--- config.mk ---
export PLATFORM = sky130hd
export DESIGN_NAME = player_ctrl_v2
export DESIGN_NICKNAME = d
export VERILOG_FILES = /design/src/rtl/player_pkg.sv /design/src/rtl/player_tick_gen.sv /design/src/rtl/player_ctrl_v2.sv
export SDC_FILE = /design/constraint.sdc
export NUM_CORES = 1
export LEC_CHECK = 0
export ABC_CLOCK_PERIOD_IN_PS = 4400
export BUFFER_PORTS_ARGS = -buffer_cell sky130_fd_sc_hd__buf_2
export CAP_MARGIN = 5
export CORE_ASPECT_RATIO = 1.1
export CORE_MARGIN = 4
export CORE_UTILIZATION = 46
export CTS_BUF_LIST = sky130_fd_sc_hd__clkbuf_4
export DETAILED_ROUTE_END_ITERATION = 12
export GPL_TIMING_DRIVEN = 0
export PLACE_DENSITY = 0.71
export SETUP_SLACK_MARGIN = 0.4
export SYNTH_ARGS = -nofsm -noshare
export SYNTH_HDL_FRONTEND = slang
export SYNTH_SLANG_ARGS = --single-unit
--- constraint.sdc ---
create_clock -name clock -period 4.4 [get_ports clock]
set_input_delay 0.66 -clock clock [delete_from_list [all_inputs] [get_ports clock]]
set_output_delay 0.66 -clock clock [all_outputs]
set_load 0.05 [all_outputs]
--- src/rtl/player_pkg.sv ---
// Shared types and constants for the player/tank controller.
// Holds the FSM state enum, key event encodings and terrain-contact bit indices.
package player_pkg;

  typedef enum logic [2:0] {
    ST_IDLE,
    ST_WALK,
    ST_CLIMB,
    ST_FALL,
    ST_DEAD
  } state_e;

  localparam logic [1:0] EDGE_PRESS = 2'b01;
  localparam logic [1:0] EDGE_HOLD  = 2'b11;
  localparam logic [1:0] EDGE_REL   = 2'b10;

  localparam logic [4:0] KEY_FWD    = 5'b10000;
  localparam logic [4:0] KEY_BACK   = 5'b01000;
  localparam logic [4:0] KEY_UP     = 5'b00100;
  localparam logic [4:0] KEY_DOWN   = 5'b00010;
  localparam logic [4:0] KEY_CANNON = 5'b00001;

  localparam int ENV_UP_BLK    = 3;
  localparam int ENV_SUPP      = 2;
  localparam int ENV_LEFT_BLK  = 1;
  localparam int ENV_RIGHT_BLK = 0;

endpackage

--- src/rtl/player_tick_gen.sv ---
// Free-running motion tick divider: strobes o_tick for one clock every TICK_DIV clocks.
module player_tick_gen #(
  parameter int TICK_DIV = 16
) (
  input  logic clock,
  input  logic rst,
  output logic o_tick
);

  localparam int CW = (TICK_DIV > 2) ? $clog2(TICK_DIV) : 1;
  localparam logic [CW-1:0] LAST = CW'(TICK_DIV - 1);

  logic [CW-1:0] r_cnt;

  always_ff @(posedge clock) begin
    if (rst) begin
      r_cnt <= '0;
    end else if (r_cnt == LAST) begin
      r_cnt <= '0;
    end else begin
      r_cnt <= r_cnt + CW'(1);
    end
  end

  assign o_tick = (r_cnt == LAST);

endmodule

--- src/rtl/player_ctrl_v2.sv ---
// Per-player tank controller: motion FSM, cannon angle/power, health and fire handshake.
// Optional macro PLAYER_GRAVITY_ACCEL_EN makes the fall step accelerate from 1 up to DROP_V.
module player_ctrl_v2
  import player_pkg::*;
#(
  parameter int X_W        = 11,
  parameter int Y_W        = 10,
  parameter int BOARD_X    = 2047,
  parameter int BOARD_Y    = 1535,
  parameter int INIT_X     = 0,
  parameter int INIT_Y     = 0,
  parameter int SIDE       = 0,
  parameter int WALK_V     = 32,
  parameter int CLIMB_V    = 32,
  parameter int DROP_V     = 48,
  parameter int ANGLE_STEP = 16,
  parameter int ANGLE_MAX  = 90,
  parameter int POWER_STEP = 16,
  parameter int POWER_MAX  = 255,
  parameter int HEALTH_MAX = 255,
  parameter int TICK_DIV   = 16
) (
  input  logic           clock,
  input  logic           rst,
  input  logic           key_valid,
  input  logic [1:0]     key_edge,
  input  logic [4:0]     key_code,
  input  logic [3:0]     env,
  input  logic           hit,
  input  logic [7:0]     damage,
  input  logic           fire_ready,
  output logic [X_W-1:0] obj_x,
  output logic [Y_W-1:0] obj_y,
  output logic           direction,
  output logic [7:0]     angle,
  output logic [7:0]     power,
  output logic [7:0]     health,
  output logic           alive,
  output logic           fire_valid,
  output logic [7:0]     fire_angle,
  output logic [7:0]     fire_power
);

  // Legal range is also capped by what the position registers can hold.
  localparam int X_LIM = (BOARD_X > (1 << X_W) - 1) ? (1 << X_W) - 1 : BOARD_X;
  localparam int Y_LIM = (BOARD_Y > (1 << Y_W) - 1) ? (1 << Y_W) - 1 : BOARD_Y;

  localparam logic [X_W-1:0] WALK_VX     = X_W'(WALK_V);
  localparam logic [Y_W-1:0] CLIMB_VY    = Y_W'(CLIMB_V);
  localparam logic [7:0]     DROP_V8     = 8'(DROP_V);
  localparam logic [7:0]     ANGLE_STEP8 = 8'(ANGLE_STEP);
  localparam logic [7:0]     ANGLE_MAX8  = 8'(ANGLE_MAX);
  localparam logic [7:0]     POWER_STEP8 = 8'(POWER_STEP);
  localparam logic [7:0]     POWER_MAX8  = 8'(POWER_MAX);

  function automatic logic [7:0] sat_add(input logic [7:0] v, input logic [7:0] s,
                                         input logic [7:0] m);
    logic [8:0] t;
    t = {1'b0, v} + {1'b0, s};
    return (t > {1'b0, m}) ? m : t[7:0];
  endfunction

  function automatic logic [7:0] sat_sub(input logic [7:0] v, input logic [7:0] s);
    return (v > s) ? (v - s) : 8'd0;
  endfunction

  state_e         r_state;
  logic [X_W-1:0] r_x;
  logic [Y_W-1:0] r_y;
  logic           r_dir;
  logic [7:0]     r_angle;
  logic [7:0]     r_power;
  logic [7:0]     r_health;
  logic           r_fire_valid;
  logic [7:0]     r_fire_angle;
  logic [7:0]     r_fire_power;

  logic       w_tick;
  logic       w_press, w_hold, w_rel, w_repeat;
  logic       w_up_blk, w_supp, w_left_blk, w_right_blk, w_face_blk;
  logic       w_walk_go, w_climb_go, w_fall_go, w_oob;
  logic [7:0] w_health_hit;
  logic       w_kill;
  logic       w_fire_done;
  logic [7:0] w_fall_v;

  player_tick_gen #(
    .TICK_DIV(TICK_DIV)
  ) u_tick (
    .clock (clock),
    .rst   (rst),
    .o_tick(w_tick)
  );

  assign w_press     = key_valid && (key_edge == EDGE_PRESS);
  assign w_hold      = key_valid && (key_edge == EDGE_HOLD);
  assign w_rel       = key_valid && (key_edge == EDGE_REL);
  assign w_repeat    = w_press || (w_hold && w_tick);
  assign w_up_blk    = env[ENV_UP_BLK];
  assign w_supp      = env[ENV_SUPP];
  assign w_left_blk  = env[ENV_LEFT_BLK];
  assign w_right_blk = env[ENV_RIGHT_BLK];
  assign w_face_blk  = r_dir ? w_right_blk : w_left_blk;

`ifdef PLAYER_GRAVITY_ACCEL_EN
  logic [7:0] r_fall_step;

  // Step restarts at 1 whenever the player is not falling, so FALL entry always sees 1.
  always_ff @(posedge clock) begin
    if (rst) begin
      r_fall_step <= 8'd1;
    end else if (r_state != ST_FALL) begin
      r_fall_step <= 8'd1;
    end else if (w_fall_go && !w_oob) begin
      r_fall_step <= sat_add(r_fall_step, 8'd1, DROP_V8);
    end
  end

  assign w_fall_v = r_fall_step;
`else
  assign w_fall_v = DROP_V8;
`endif

  // A step is only attempted on a tick when the state stays put this cycle.
  assign w_walk_go  = (r_state == ST_WALK) && w_tick && key_valid && !w_rel &&
                      w_supp && !w_face_blk;
  assign w_climb_go = (r_state == ST_CLIMB) && w_tick && !w_up_blk && w_face_blk;
  assign w_fall_go  = (r_state == ST_FALL) && w_tick && !w_supp;

  always_comb begin
    w_oob = 1'b0;
    if (w_walk_go) begin
      w_oob = r_dir ? ((int'(r_x) + WALK_V) > X_LIM) : (int'(r_x) < WALK_V);
    end
    if (w_climb_go) begin
      w_oob = int'(r_y) < CLIMB_V;
    end
    if (w_fall_go) begin
      w_oob = (int'(r_y) + int'(w_fall_v)) > Y_LIM;
    end
  end

  assign w_health_hit = sat_sub(r_health, damage);
  assign w_kill       = hit && (w_health_hit == 8'd0);
  assign w_fire_done  = r_fire_valid && fire_ready;

  always_ff @(posedge clock) begin
    if (rst) begin
      r_state      <= ST_IDLE;
      r_x          <= X_W'(INIT_X);
      r_y          <= Y_W'(INIT_Y);
      r_dir        <= 1'(SIDE);
      r_angle      <= '0;
      r_power      <= '0;
      r_health     <= 8'(HEALTH_MAX);
      r_fire_valid <= 1'b0;
      r_fire_angle <= '0;
      r_fire_power <= '0;
    end else if (r_state != ST_DEAD) begin
      if (w_oob || w_kill) begin
        r_health     <= '0;
        r_state      <= ST_DEAD;
        r_fire_valid <= 1'b0;
      end else begin
        if (hit) begin
          r_health <= w_health_hit;
        end
        if (w_fire_done) begin
          r_fire_valid <= 1'b0;
          r_power      <= '0;
        end
        case (r_state)
          ST_IDLE: begin
            if (!w_supp) begin
              r_state <= ST_FALL;
            end else if (w_press && (key_code == KEY_FWD)) begin
              r_dir <= 1'b1;
              if (!w_right_blk) begin
                r_state <= ST_WALK;
              end else if (!w_up_blk) begin
                r_state <= ST_CLIMB;
              end
            end else if (w_press && (key_code == KEY_BACK)) begin
              r_dir <= 1'b0;
              if (!w_left_blk) begin
                r_state <= ST_WALK;
              end else if (!w_up_blk) begin
                r_state <= ST_CLIMB;
              end
            end
            if (w_repeat && (key_code == KEY_UP)) begin
              r_angle <= sat_add(r_angle, ANGLE_STEP8, ANGLE_MAX8);
            end
            if (w_repeat && (key_code == KEY_DOWN)) begin
              r_angle <= sat_sub(r_angle, ANGLE_STEP8);
            end
            // A pending shot locks out charging and re-firing until it is accepted.
            if (!r_fire_valid && (key_code == KEY_CANNON)) begin
              if (w_repeat) begin
                r_power <= sat_add(r_power, POWER_STEP8, POWER_MAX8);
              end else if (w_rel && (r_power != 8'd0)) begin
                r_fire_valid <= 1'b1;
                r_fire_angle <= r_angle;
                r_fire_power <= r_power;
              end
            end
          end
          ST_WALK: begin
            if (!key_valid || w_rel) begin
              r_state <= ST_IDLE;
            end else if (!w_supp) begin
              r_state <= ST_FALL;
            end else if (w_face_blk) begin
              r_state <= w_up_blk ? ST_IDLE : ST_CLIMB;
            end else if (w_tick) begin
              r_x <= r_dir ? (r_x + WALK_VX) : (r_x - WALK_VX);
            end
          end
          ST_CLIMB: begin
            if (w_up_blk || !w_face_blk) begin
              r_state <= ST_IDLE;
            end else if (w_tick) begin
              r_y <= r_y - CLIMB_VY;
            end
          end
          ST_FALL: begin
            if (w_supp) begin
              r_state <= ST_IDLE;
            end else if (w_tick) begin
              r_y <= r_y + Y_W'(w_fall_v);
            end
          end
          default: ;
        endcase
      end
    end
  end

  assign obj_x      = r_x;
  assign obj_y      = r_y;
  assign direction  = r_dir;
  assign angle      = r_angle;
  assign power      = r_power;
  assign health     = r_health;
  assign alive      = (r_health != 8'd0);
  assign fire_valid = r_fire_valid;
  assign fire_angle = r_fire_angle;
  assign fire_power = r_fire_power;

endmodule

==> results of run 1 <==
## sequential cells by signal (all words and copies together) (netlist names)
register	cells
fire_angle	5
obj_y	6
obj_x	6
power	8
u_tick.r_cnt	4
fire_power	8
r_state	3
health	8
angle	5
direction	1
fire_valid	1
## area by class of cell
| type | instances | area (sq um) |
|---|---|---|
| plain buffers | 33 | 203 |
| repair buffers | 72 | 360 |
| inverters | 25 | 93.8 |
| fillers | 825 | 3550 |
| flip-flops and latches | 55 | 1100 |
| well taps | 108 | 135 |
| clock inverters | 2 | 37.5 |
| multi-input cells | 370 | 2440 |
| clock buffers | 5 | 37.5 |
## worst min-delay path, stage by stage (launching register included)
cell	delay (ps)
dfxtp_1	360
mux2i_1	70
nor2_1	70
## cells in the mapped netlist (2+ instances only)
master	count
buf_4	16
and2_1	6
o2111ai_1	2
nand3_1	6
nor3_1	22
nor3b_1	2
nand4b_1	3
and3_1	2
a211oi_2	2
clkbuf_1	11
nor4_1	10
o21ai_0	18
xnor2_1	7
o22a_1	2
nand4_1	7
nor2_1	46
a21oi_1	30
o211ai_1	6
buf_6	2
or4_1	7
a211oi_1	8
nand2_1	35
inv_1	25
nor2b_1	8
dfxtp_1	55
a31oi_1	2
a221o_1	2
buf_2	3
mux2i_1	19
ha_1	21
or3_1	9
o31ai_1	6
nor4b_1	2
and4_1	4
o21a_1	5
mux2_1	2
nand3b_1	3
nand2b_1	5
or2_2	3
o2111ai_2	2
o21ai_1	11
## metrics by stage
step	setup slack [ps]	instance area, sq um	hold WS (ps)	utilization, %	cells
2_1_floorplan	1060	3830	452	-	483
3_3_place_gp	662	4330	474	54.4	663
3_5_place_dp	599	4330	483	54.4	663
4_1_cts	916	4400	511	55.4	670
5_1_grt	689	4400	536	55.4	670
6_report	885	4400	516	55.4	670
## layer usage
| metal | vias to the layer above | wire length [microns] | GRT usage (%) |
|---|---|---|---|
| met2 | 130 | 4960 | 38.0 |
| met1 | 1745 | 4280 | 24.5 |
| li1 | 1892 | - | - |
| met5 | - | 0 | 0 |
| met4 | 0 | 104 | 4.88 |
| met3 | 11 | 597 | 2.82 |
## kinds of logic after synthesis
logic type / count (synthesis) / share of synthesized area (%)
other: 1 / 0.0990
muxes: 21 / 5.61
xor gates and xnor gates: 7 / 1.62
AOI/OAI and AO/OA: 120 / 22.1
adders and majority gates: 23 / 7.73
and+or+nand+nor: 186 / 25.9
DFF: 55 / 29.1
buffers and inverters: 58 / 7.83
## layout by cell type, fill, tap and decap left out, types with 18 or more instances in the layout
cell     synthesis  layout
inv_1           25      25
nand2_1         35      35
mux2i_1         19      19
nor3_1          22      22
nor2_1          46      46
a21oi_1         30      30
o21ai_0         18      18
dfxtp_1         55      55
buf_2            3      75
ha_1            21      21
## worst max path at each step
stage | start | endpoint | slack (ps)
final | health[0] | power[7] | 880
after floorplan | health[0] | obj_y[8] | 1060
after global routing | health[0] | power[7] | 690
after CTS | health[0] | power[5] | 920
after global placement | damage[0] | obj_y[8] | 660
after detailed placement | damage[0] | obj_y[8] | 600
## power breakdown
group / total (mW) / leakage, nW / switching (mW) / internal [mW]
clock network: 0.278 / 0.0373 / 0.161 / 0.117
registers: 0.542 / 0.447 / 0.0234 / 0.519
logic: 0.422 / 1.47 / 0.282 / 0.140
==> impl_metrics.yaml, run 1 <==
job:
  cap_violations: 0
global_route:
  antenna_found_initial: 0
  grt_usage_pct: 20.3
  grt_pass1_vias: 3507
  overflow: 0
  grt_pass1_wl_microns: 16100
  grt_max_degree: 17
power_and_ir_drop:
  leakage_nw: 1.96
  ir_drop_v: 0.000198
  p_total_mw: 1.24
  cellPowerDensity_nw_per_um2: 282
clock_network:
  cts_setup_buffers: 0
  cts-htree-levels: 2
  cts_tree: "done"
  cts_buffers: 5
  clk_latency_ps: 380
  cts.repair.resized: 0
  path_clk_slew_ps: 160
  clk_path_buf_depth: 2
  ctsHoldBuffers: 0
  numClockSinks: 55
  cts-root-buf: "clkbuf_4"
final_layout:
  area_delta_synth_final_pct: 16.2
  nets: 608
  drive_gt1_share_pct: 19.9
  antennaDiodeCount: 0
critical_path:
  critPathMaxStageDelay_ps: 640
  worstPathMaxFanout: 10
  cp.arrival_ps: 3820
  reg2reg_depth: 12
  crit_type: "register to register"
  crit_cells: 12
  rrSetupSlack_ps: 880
  path_delay_family: "compound AO/OA/AOI/OAI gates"
  timing.rr.start: "health[0]"
  slowest_stage: "a311oi_1"
  path_cells: "inv_1, ha_1, fa_1, and2b_1, o21ai_1, a311oi_1, nand2_1, o21ai_1, buf_4, buf_6, o21ai_1, a21oi_1"
  rr_endpoint: "power[7]"
  cp.required_ps: 4700
  cp_num_buf_inv: 3
  worstSetupEndpointType: "register"
  cpMostUsedCell: "o21ai_1"
  startpoint_type: "register"
sta:
  timing.slew.headroom_pct: 52.3
  final_hold_viol_count: 0
  post-route-period-util_pct: 79.9
  rsz0062_at_grt: "false"
  period_minus_slack_ps: 3520
  slew_violations: 0
  finClkSkew_ps: 8.91
  fin_setup_tns_ps: 0
  timing.fmax_ghz: 0.284
  worst_pin_slew_ps: 709
  setup_viol: 0
min_path:
  min_from: "fire_power[4]"
  whs_path_depth: 2
  hold_path_class: "register to register"
  hold_end: "fire_power[4]"
place:
  portBuffers: 72
  hpwl_microns: 7720
  gp_congestion: 0.936
status:
  status: "finished, final reports clean"
synthesis:
  synthCells: 471
  ys.flop_type: "dfxtp_1"
  ys_warn_count: 0
  synth_cell_types: 75
  async_flop_share_pct: 0
  yosysTopAreaCell: "dfxtp_1"
  synth_area_leaders: "dfxtp_1 (29%), ha_1 (6.9%), mux2i_1 (5.0%)"
  avgSynthCellArea_sq_um: 8.04
  synth_edf_count: 0
  seq_area_frac_synth_pct: 29.1
  synth_top_area_share_pct: 29.1
  syn_area_sq_um: 3790
  ys_seq_elements: 55
routing:
  wirelength_microns: 9940
  vias_per_cell: 5.64
  wl_per_cell_microns: 14.8
  drtIter0Drc: 219
  drc: 0
  vias: 3778
  antenna_left: 0
  firstDrtPassIters: 6
floorplan:
  rows: 34
  fp.coreArea_sq_um: 7960
  start_util_pct: 47.6
  die_h_microns: 103
  io_pins: 88
  die_x_microns: 94.5
  die-area_sq_um: 9750
(Power assumes the default switching activity.)
==> inputs of run 2 (changes only) <==
--- a/config.mk
+++ b/config.mk
@@ -5,7 +5,7 @@
 export SDC_FILE = /design/constraint.sdc
 export NUM_CORES = 1
 export LEC_CHECK = 0
-export ABC_CLOCK_PERIOD_IN_PS = 4400
+export ABC_CLOCK_PERIOD_IN_PS = 2900
 export BUFFER_PORTS_ARGS = -buffer_cell sky130_fd_sc_hd__buf_2
 export CAP_MARGIN = 5
 export CORE_ASPECT_RATIO = 1.1
@@ -14,7 +14,7 @@
 export CTS_BUF_LIST = sky130_fd_sc_hd__clkbuf_4
 export DETAILED_ROUTE_END_ITERATION = 12
 export GPL_TIMING_DRIVEN = 0
-export PLACE_DENSITY = 0.71
+export PLACE_DENSITY = 0.74
 export SETUP_SLACK_MARGIN = 0.4
 export SYNTH_ARGS = -nofsm -noshare
 export SYNTH_HDL_FRONTEND = slang
==> constraint.sdc (replaced) <==
create_clock -name clock -period 2.9 [get_ports clock]
set_input_delay 0.435 -clock clock [delete_from_list [all_inputs] [get_ports clock]]
set_output_delay 0.435 -clock clock [all_outputs]
set_load 0.05 [all_outputs]
==> impl_metrics.yaml, run 2 (synthesized netlist as in run 1, its figures left out) <==
floorplan:
  fp.coreArea_sq_um: 7960
  start_util_pct: 47.6
  die_h_microns: 103
  rows: 34
  io_pins: 88
  die-area_sq_um: 9750
  die_x_microns: 94.5
final_layout:
  multi_input_area_sq_um: 2820
  area_delta_synth_final_pct: 32.4
  layout_common_cells: "buf_2 (75), dfxtp_1 (48), nor2_1 (44)"
  layout_commonest_cell: "buf_2"
  drive_gt1_share_pct: 31.7
  num-fill-cells: 686
  antennaDiodeCount: 0
  nets: 632
  seq_area_sq_um: 1120
clock_network:
  clk_path_buf_depth: 2
  cts-root-buf: "clkbuf_4"
  cts_buffers: 5
  cts_tree: "done"
  clk_latency_ps: 390
  numClockSinks: 55
  cts-htree-levels: 2
  path_clk_slew_ps: 160
routing:
  vias_per_cell: 5.81
  wirelength_microns: 11100
  drc: 0
  vias: 4037
  drtIter0Drc: 242
  wl_per_cell_microns: 16.0
  antenna_left: 0
  firstDrtPassIters: 5
sta:
  timing.slew.headroom_pct: 47.8
  post-route-period-util_pct: 103
  finClkSkew_ps: 9.39
  slew_violations: 0
  layout_setup_ws_ps: -82.4
  rsz0062_at_grt: "true"
  period_minus_slack_ps: 2980
  worst_pin_slew_ps: 782
  timing.fmax_ghz: 0.335
  setup_viol: 8
  final_hold_viol_count: 0
  fin_setup_tns_ps: -315
global_route:
  grt_usage_pct: 21.7
  grt_pass1_vias: 3695
  grt_max_degree: 18
  grt_pass1_wl_microns: 17000
  antenna_found_initial: 0
  overflow: 0
power_and_ir_drop:
  p_total_mw: 2.08
  cellPowerDensity_nw_per_um2: 414
  ir_drop_v: 0.000277
  leakage_nw: 2.19
critical_path:
  critPathMaxStageDelay_ps: 430
  path_cells: "inv_2, ha_4, fa_2, and2b_2, o21ai_4, a211o_1, a222oi_1, buf_4, o21ai_4, buf_6, buf_6, o311ai_4, o21ai_1"
  crit_type: "register to register"
  startpoint_type: "register"
  path_delay_family: "compound AO/OA/AOI/OAI gates"
  slowest_stage: "a222oi_1"
  worstPathMaxFanout: 5
  cp_num_buf_inv: 4
  cp.required_ps: 3190
  cp.arrival_ps: 3280
  worstSetupEndpointType: "register"
status:
  status: "finished with violations"
  violations: "negative setup slack"
place:
  hpwl_microns: 7850
  gp_congestion: 0.920
  portBuffers: 72
job:
  cap_violations: 0
min_path:
  hold_path_class: "input pin to register"
run 2: cell count changes in the layout (fill, tap and decap cells not counted), moves of 4 or more:
| cell | change |
|---|---|
| o21ai_2 | +4 |
| buf_4 | +14 |
| o31ai_1 | -5 |
| dfxtp_1 | -7 |
| o21ai_0 | -6 |
| dfxtp_4 | +5 |
| nor3_1 | -4 |
| buf_6 | +6 |
| o31ai_2 | +5 |
run 2: stage by stage:
stage          utilization, %  hold slack [ps]  setup WS [ps]  std cells  area [sq um]
2_1_floorplan               -              452          -11.3        483          3920
4_1_cts                  60.2              358           15.1        687          4790
3_5_place_dp             55.5              483           -548        663          4420
3_3_place_gp             55.5              472           -494        663          4420
6_report                 63.1              359          -82.4        695          5020
5_1_grt                  63.1              354           -177        695          5020
run 2: worst paths after layout:
check                        from               to  slack [ps]  depth (start not counted)
setup / recovery        health[0]         power[4]         -80                         13
hold / removal          damage[0]        health[0]         360                          3
setup reg to reg        health[0]         power[4]         -80                         13
hold reg to reg   u_tick.r_cnt[0]  u_tick.r_cnt[0]         510                          1
run 2: layout make-up:
type | instances | share of cell area [%]
inverters | 25 | 1.87
plain buffers | 33 | 4.26
well taps | 108 | 2.69
multi-input cells | 371 | 56.2
clock buffers | 5 | 0.748
repair buffers | 95 | 11.5
clock inverters | 3 | 0.399
flip-flops and latches | 55 | 22.4
run 2: timing repair:
action | in CTS | in global routing
setup endpoints to repair | 51 | 51
hold buffers | 0 | 0
buffers inserted | 15 | 6
resized for setup | 42 | 30
cloned | 1 | 2
pin swaps | 12 | 18
run 2: per-layer routing:
layer	track usage (%)	vias up	wire, microns
met5	0	-	0
met1	26.0	1916	4510
met2	39.1	154	5620
met3	4.20	18	785
met4	7.21	0	191
li1	-	1949	-
run 2: tightest hold or removal path: stages:
cell     delay, ps
buf_2          100
ha_4           140
o21ai_2         50
run 2: where the power goes:
part,total (mW),internal (mW),leakage (nW),switching [mW]
combinational,0.900,0.339,1.71,0.561
clock,0.349,0.0938,0.0288,0.255
sequential,0.828,0.792,0.447,0.0356
total,2.08,1.22,2.19,0.852
==> inputs of run 3 (changes only) <==
--- a/config.mk
+++ b/config.mk
@@ -9,7 +9,6 @@
 export BUFFER_PORTS_ARGS = -buffer_cell sky130_fd_sc_hd__buf_2
 export CAP_MARGIN = 5
 export CORE_ASPECT_RATIO = 1.1
-export CORE_MARGIN = 4
 export CORE_UTILIZATION = 46
 export CTS_BUF_LIST = sky130_fd_sc_hd__clkbuf_4
 export DETAILED_ROUTE_END_ITERATION = 12
==> impl_metrics.yaml, run 3 (synthesized netlist as in run 1, its figures left out) <==
power_and_ir_drop:
  leakage_nw: 2.23
  cellPowerDensity_nw_per_um2: 414
  ir_drop_v: 0.000322
clock_network:
  numClockSinks: 55
  clk_path_buf_depth: 2
  clk_latency_ps: 410
  cts_tree: "done"
  cts_buffers: 5
  ctsHoldBuffers: 0
  cts-htree-levels: 2
  cts-root-buf: "clkbuf_4"
  path_clk_slew_ps: 180
final_layout:
  layout_common_cells: "buf_2 (74), dfxtp_1 (48), nor2_1 (42)"
  layout_commonest_cell: "buf_2"
  nets: 640
  fin_cells: 703
  drive_gt1_share_pct: 33.9
  fin_area_sq_um: 5200
  area_delta_synth_final_pct: 37.3
  antennaDiodeCount: 0
sta:
  period_minus_slack_ps: 2870
  timing.fmax_ghz: 0.348
  rsz0062_at_grt: "true"
  worst_pin_slew_ps: 766
  setup_viol: 0
  finClkSkew_ps: 10.3
  final_hold_viol_count: 0
  slew_violations: 0
  post-route-period-util_pct: 99.0
  timing.slew.headroom_pct: 48.9
floorplan:
  die-area_sq_um: 8600
  die_h_microns: 97.2
  rows: 34
  io_pins: 88
  fp.coreArea_sq_um: 7960
  die_x_microns: 88.5
  start_util_pct: 47.6
critical_path:
  reg2reg_depth: 13
  cp.required_ps: 3180
  worstSetupEndpointType: "register"
  worstPathMaxFanout: 6
  timing.rr.start: "health[0]"
  rr_endpoint: "obj_y[7]"
  startpoint_type: "register"
  cp.arrival_ps: 3160
  crit_type: "register to register"
  rrSetupSlack_ps: 30
  cp-endpoint: "obj_y[7]"
  crit_start: "health[0]"
place:
  placed_cells: 663
  gp_congestion: 0.876
  hpwl_microns: 7550
  place_area_sq_um: 4420
  portBuffers: 72
routing:
  firstDrtPassIters: 5
  wl_per_cell_microns: 16.4
  drtIter0Drc: 270
  drc: 0
  wirelength_microns: 11500
  vias: 4102
  vias_per_cell: 5.83
  antenna_left: 0
min_path:
  hold_path_class: "input pin to register"
  min_from: "damage[0]"
global_route:
  overflow: 0
  grt_max_degree: 20
  grt_pass1_wl_microns: 18400
  antenna_found_initial: 0
  grt_pass1_vias: 3867
  grt_usage_pct: 27.0
status:
  status: "finished, final reports clean"
job:
  cap_violations: 0
==> run 3: changes by cell type in the layout (fill, tap and decap cells not counted), moves of 3 or more <==
cell	previous run	this run
buf_6	8	13
a21oi_1	28	25
a21oi_2	2	5
buf_12	0	3
nor2_4	1	4
o21ai_0	12	15
o31ai_2	5	2
o31ai_4	0	3
==> run 3: routing by layer <==
metal  vias to the layer above  global-route usage, %  share of wire (%)
met5                         -                      0                  0
met4                         0                   12.2                4.5
met1                      1905                   33.2                 40
li1                       1963                      -                  -
met3                        52                   3.57                5.7
met2                       182                   45.7                 49
==> run 3: area by class of cell <==
type	count	area, sq um
multi-input combinational	370	2850
fill	664	2760
clock buffer	5	37.5
timing repair buffer	104	712
sequential	55	1120
clock inverter	3	27.5
inverter	25	93.8
buffer	33	225
tap	108	135
==> run 3: what timing repair did <==
item,4_1_cts,5_1_grt
gates resized for setup,64,25
pin swaps,30,20
endpoints found under the setup margin,51,51
gates cloned,2,1
setup buffers,23,6
==> run 3: where the power goes <==
group          leakage, nW  total, mW  internal (mW)  switching [mW]
logic                 1.75      0.940          0.372           0.569
registers            0.447      0.828          0.792          0.0360
clock network       0.0337      0.387          0.104           0.283
==> run 3: stage by stage <==
| step | hold WS [ps] | worst slack, ps | utilization (%) | power (mW) | setup TNS [ps] |
|---|---|---|---|---|---|
| after floorplan | 452 | -11.3 | - | 1.35 | -18.0 |
| after global routing | 335 | -113 | 65.4 | 2.27 | -1480 |
| final | 360 | 29.5 | 65.4 | 2.16 | 0 |
| after CTS | 357 | 92.6 | 63.1 | 2.07 | 0 |
| after detailed placement | 483 | -498 | 55.5 | 1.50 | -15880 |
| after global placement | 471 | -437 | 55.5 | 1.49 | -13500 |
==> run 3: worst min path at each step <==
| stage | end | slack, ps | cells after the start |
|---|---|---|---|
| 6_report | health[0] | 360 | 3 |
| 3_3_place_gp | fire_power[2] | 470 | 2 |
| 4_1_cts | health[0] | 360 | 3 |
| 5_1_grt | health[0] | 340 | 3 |
| 3_5_place_dp | u_tick.r_cnt[0] | 480 | 1 |
| 2_1_floorplan | u_tick.r_cnt[0] | 450 | 1 |
==> run 3: worst max-delay path: stages (launching register included) <==
cell and delay, ps:
dfxtp_4 390, inv_2 40, ha_4 150, fa_2 330, and2b_2 270, o21ai_4 60, a211o_1 340, a222oi_1 330
buf_4 190, o21ai_4 80, buf_8 160, buf_12 150, o31ai_4 160, a21oi_1 90
